--- config.mk ---
export PLATFORM = sky130hd
export DESIGN_NAME = rr_mux4
export DESIGN_NICKNAME = d
export VERILOG_FILES = /design/src/rtl/rr_mux4.sv
export SDC_FILE = /design/constraint.sdc
export NUM_CORES = 1
export LEC_CHECK = 0
export ABC_AREA = 1
export BUFFER_PORTS_ARGS = -buffer_cell sky130_fd_sc_hd__buf_2
export CELL_PAD_IN_SITES_DETAIL_PLACEMENT = 1
export CELL_PAD_IN_SITES_GLOBAL_PLACEMENT = 2
export CORE_MARGIN = 5
export CORE_UTILIZATION = 24
export DETAILED_ROUTE_END_ITERATION = 8
export PLACE_DENSITY = 0.8
export SYNTH_ARGS = -nofsm -noshare
export SYNTH_HDL_FRONTEND = slang
export SYNTH_SLANG_ARGS = --single-unit
--- constraint.sdc ---
create_clock -name clk -period 4.2 [get_ports clk]
set_clock_uncertainty 0.05 [all_clocks]
set_input_delay 0.21 -clock clk [delete_from_list [all_inputs] [get_ports clk]]
set_output_delay 0.21 -clock clk [all_outputs]
set_load 0.02 [all_outputs]
--- src/rtl/rr_mux4.sv ---
// rr_mux4: 4-to-1 registered mux with valid/ready handshakes and round-robin lane arbitration.
// Define RR_MUX4_FIXED_PRIO_EN for fixed priority (lane 0 highest) with no pointer register.
module rr_mux4 #(
    parameter int WIDTH = 8
) (
    input  logic             clk,
    input  logic             rst,
    input  logic [3:0]       in_valid,
    output logic [3:0]       in_ready,
    input  logic [WIDTH-1:0] in_data0,
    input  logic [WIDTH-1:0] in_data1,
    input  logic [WIDTH-1:0] in_data2,
    input  logic [WIDTH-1:0] in_data3,
    output logic             out_valid,
    input  logic             out_ready,
    output logic [WIDTH-1:0] out_data,
    output logic [1:0]       out_sel
);

    logic             out_valid_q, out_valid_d;
    logic [WIDTH-1:0] out_data_q,  out_data_d;
    logic [1:0]       out_sel_q,   out_sel_d;
    logic [1:0]       start;
    logic             load;
    logic             found;
    logic [1:0]       grant;
    logic [1:0]       idx;
    logic [WIDTH-1:0] grant_data;

`ifdef RR_MUX4_FIXED_PRIO_EN
    assign start = 2'd0;
`else
    logic [1:0] ptr_q, ptr_d;
    assign start = ptr_q;
`endif

    assign load = !out_valid_q | out_ready;

    // Search from the start lane; the first valid lane wins.
    always_comb begin
        // NOTE: every combinational output gets a default first so no latch is inferred.
        found = 1'b0;
        grant = 2'd0;
        idx   = 2'd0;
        for (int i = 0; i < 4; i++) begin
            idx = start + 2'(i);
            if (!found && in_valid[idx]) begin
                found = 1'b1;
                grant = idx;
            end
        end
    end

    always_comb begin
        in_ready = 4'b0000;
        if (load && found && !rst) in_ready[grant] = 1'b1;
    end

    always_comb begin
        case (grant)
            2'd0:    grant_data = in_data0;
            2'd1:    grant_data = in_data1;
            2'd2:    grant_data = in_data2;
            default: grant_data = in_data3;
        endcase
    end

    always_comb begin
        out_valid_d = out_valid_q;
        out_data_d  = out_data_q;
        out_sel_d   = out_sel_q;
        if (load) begin
            out_valid_d = found;
            if (found) begin
                out_data_d = grant_data;
                out_sel_d  = grant;
            end
        end
    end

`ifndef RR_MUX4_FIXED_PRIO_EN
    // Pointer advances only when a beat is actually taken.
    assign ptr_d = (load && found) ? grant + 2'd1 : ptr_q;
`endif

    always_ff @(posedge clk) begin
        // NOTE: sequential state uses non-blocking assignments so all registers update together.
        if (rst) begin
            out_valid_q <= 1'b0;
            out_data_q  <= '0;
            out_sel_q   <= 2'd0;
`ifndef RR_MUX4_FIXED_PRIO_EN
            ptr_q       <= 2'd0;
`endif
        end else begin
            out_valid_q <= out_valid_d;
            out_data_q  <= out_data_d;
            out_sel_q   <= out_sel_d;
`ifndef RR_MUX4_FIXED_PRIO_EN
            ptr_q       <= ptr_d;
`endif
        end
    end

    assign out_valid = out_valid_q;
    assign out_data  = out_data_q;
    assign out_sel   = out_sel_q;

endmodule
==> impl_metrics.py <==
metrics = {
    "die": {
        "core_area_mm2": 0.00432,
        "rows": 24,
        "fp.dieArea_mm2": 0.00586,
        "die_x_um": 76.5,
        "ios": 54,
        "chipHeight_um": 76.5,
        "initial_core_util_pct": 24.6,
    },
    "critical_path": {
        "reg2regPathDepth": 14,
        "crit_required_ns": 3.94,
        "startpoint": "ptr_q[0]",
        "cp_slowest_stage_delay_ns": 0.53,
        "arrival_ns": 2.45,
        "r2r_setup_slack_ns": 1.62,
        "r2r_end": "out_data[5]",
        "cp.depth": 14,
        "crit_end": "in_ready[2]",
        "critPathKind": "flop to primary output",
        "critical_path.startpoint_type": "flop",
        "r2r-start": "ptr_q[0]",
        "cp_top_family": "simple AND/OR/NAND/NOR gates",
        "crit_buf_inv": 4,
        "crit_fanout": 9,
        "slowest_stage": "dfxtp_1",
        "endpoint_kind": "primary output",
        "cp_cell_sequence": "inv_4 -> nand2_1 -> nand2_2 -> nand2_2 -> nand2_2 -> nor2_4 -> nand3_1 -> nand3_1 -> nand2_1 -> inv_1 -> ha_1 -> inv_1 -> nor2_1 -> buf_2",
        "cpMostUsedCell": "nand2_2",
    },
    "timing": {
        "worst_pin_slew_ns": 0.434,
        "setup_tns_ns": 0,
        "period_minus_slack_ns": 2.71,
        "relSlewSlack_pct": 71.0,
        "period_share_pct": 64.5,
        "post-route-worst-setup-slack_ns": 1.49,
        "setup_violations": 0,
        "rsz0062_at_grt": "no",
        "fmax_mhz": 369,
        "finalHoldViolCount": 0,
        "drv_slew": 0,
        "whs_ns": 0.0949,
    },
    "clock_tree": {
        "clk_latency_ns": 0.24,
        "numCtsBuffers": 3,
        "cts_resized": 0,
        "cts_tree": "built",
        "h-tree-depth": 1,
        "cts_root_buf": "clkbuf_8",
        "max-clock-path-buffers": 2,
        "cts_setup_buffers": 0,
        "clk_pin_slew_worst_paths_ns": 0.05,
        "ctsHoldBuffers": 0,
        "clock-sinks": 13,
    },
    "grt": {
        "global_route.usage.total_pct": 11.2,
        "grt_overflow": 0,
        "grt_pass1_wl_mm": 5.49,
        "antenna_found_initial": 0,
        "grt_max_degree": 17,
        "grt_pass1_vias": 1163,
    },
    "detailed_routing": {
        "drc_errors": 0,
        "vias": 1166,
        "routedWlPerCell_um": 12.3,
        "drt_iter0_markers": 67,
        "drt-pass1-iter-count": 4,
        "routed_via_density": 4.43,
        "final_antenna_net_count": 0,
        "drt_wl_total_mm": 3.23,
    },
    "power": {
        "comb_power_share_pct": 76.3,
        "p_switching_w": 0.000739,
        "p_leak_nw": 0.791,
        "p_sw_share_pct": 54.7,
        "power.internal_w": 0.000611,
        "pwr-share-seq_pct": 15.6,
        "pwr-share-clk_pct": 8.1,
        "power_w": 0.00135,
        "max-vdd-ir-drop_mv": 0.393,
        "powerDensity_mw_per_mm2": 974,
    },
    "layout": {
        "area_growth_pct": 30.4,
        "fin_nets": 256,
        "postLayoutCoreUtil_pct": 32.0,
        "n_antenna_cell": 0,
        "drive_above_1_share_pct": 36.0,
    },
    "yosys": {
        "ys_types": 23,
        "syn_area_mm2": 0.00106,
        "synth_fp_nets": 206,
        "syn_inst": 162,
        "ys_ff_latch": 13,
        "synth_warnings": 0,
        "avgSynthCellArea_um2": 6.56,
        "yosysSeqAreaShare_pct": 24.5,
    },
    "worst_hold_path": {
        "hp-class": "input port to flop",
    },
    "run_status": {
        "status": "finished, final reports clean",
    },
    "placed_design": {
        "io_buffer_count": 53,
        "post-dp-hpwl_mm": 2.76,
        "gp_congestion": 0.794,
        "post-place-ws_ns": 1.61,
    },
    "flow_run": {
        "drv_cap": 0,
    },
}
## layer usage
metal,up-vias,part of all wire (%),wire [um],global-route usage (%)
li1,618,-,-,-
met2,36,41,1340,16.2
met1,508,49,1590,15.9
met3,4,7.8,253,3.19
met5,-,0,0,0
met4,0,1.3,43,3.67
## per-stage QoR
stage               instances  instance area (um^2)
CTS                       263                  1390
finish                    263                  1390
global placement          259                  1340
detailed placement        259                  1340
global route              263                  1390
floorplan                 162                  1060
## Yosys cell counts (all sizes together)
| cell | count | share of area [%] |
|---|---|---|
| a21oi | 2 | 1.3 |
| a22o | 8 | 6.6 |
| buf | 4 | 3.5 |
| clkbuf | 4 | 1.4 |
| dfxtp | 13 | 24 |
| ha | 5 | 5.9 |
| inv | 24 | 8.7 |
| nand2 | 52 | 21 |
| nand3 | 19 | 10 |
| nor2 | 12 | 5.2 |
| o21ai | 11 | 7.3 |
| o22ai | 8 | 4.7 |
## power by group through the flow
stage / clock [W] / sequential [W] / combinational (W)
2_1_floorplan: 0 / 0.000242 / 0.000776
3_3_place_gp: 0 / 0.000216 / 0.00104
3_5_place_dp: 0 / 0.000215 / 0.00104
4_1_cts: 0.000113 / 0.000213 / 0.00105
5_1_grt: 0.000120 / 0.000219 / 0.00117
6_report: 0.000109 / 0.000211 / 0.00103
## flip-flops by register name, summed over array words and instances (netlist names)
| register | cells |
|---|---|
| ptr_q | 2 |
| out_data | 8 |
| out_valid | 1 |
| out_sel | 2 |
## worst register-to-register path: stages (launching register included)
cell     delay, ns
dfxtp_1       0.53
inv_4         0.09
nand2_1       0.08
nand2_2       0.09
nand2_1       0.11
inv_2         0.05
nor2_2        0.14
nand3_4       0.11
nand3_1       0.16
inv_1         0.10
ha_1          0.18
inv_1         0.32
nand2_1       0.11
o22ai_1       0.25
o21ai_2       0.09
## worst min-delay path by stage
stage / startpoint / to / slack [ns] / cells past startpoint
floorplan: rst / ptr_q[0] / 0.22 / 1
global placement: rst / ptr_q[0] / 0.35 / 2
detailed placement: rst / ptr_q[0] / 0.35 / 2
CTS: rst / ptr_q[0] / 0.1 / 2
global route: rst / ptr_q[0] / 0.10 / 2
finish: rst / ptr_q[0] / 0.09 / 2
## area by class of cell
cell class	instances	area [um^2]
fillers	591	2940
well taps	52	65.1
flip-flops and latches	13	260
inverters	24	92.6
multi-input cells	117	657
repair buffers	53	265
clock buffers	4	45.0
## cell families (layout without fill, tap and decap cells)
group | count (synthesis) | in the layout | synth area share, %
simple gates | 83 | 83 | 36.0
compound gates | 29 | 29 | 19.9
flops | 13 | 13 | 24.5
fa+ha+maj | 5 | 5 | 5.89
buf+inv | 32 | 81 | 13.7
## cells in the final DEF, fill, tap and decap left out, types with 2 or more instances in the layout
cell	synthesis	routed
dfxtp_1	13	13
nand2_2	4	4
o22ai_1	8	8
nand2_1	46	46
nor2_1	10	10
clkbuf_8	0	3
inv_2	3	3
inv_1	20	20
o21ai_2	6	6
nand3_1	18	18
ha_1	5	5
nand2_4	2	2
buf_2	0	53
a22o_1	8	8
o21ai_0	4	4
(Power assumes the default switching activity.)
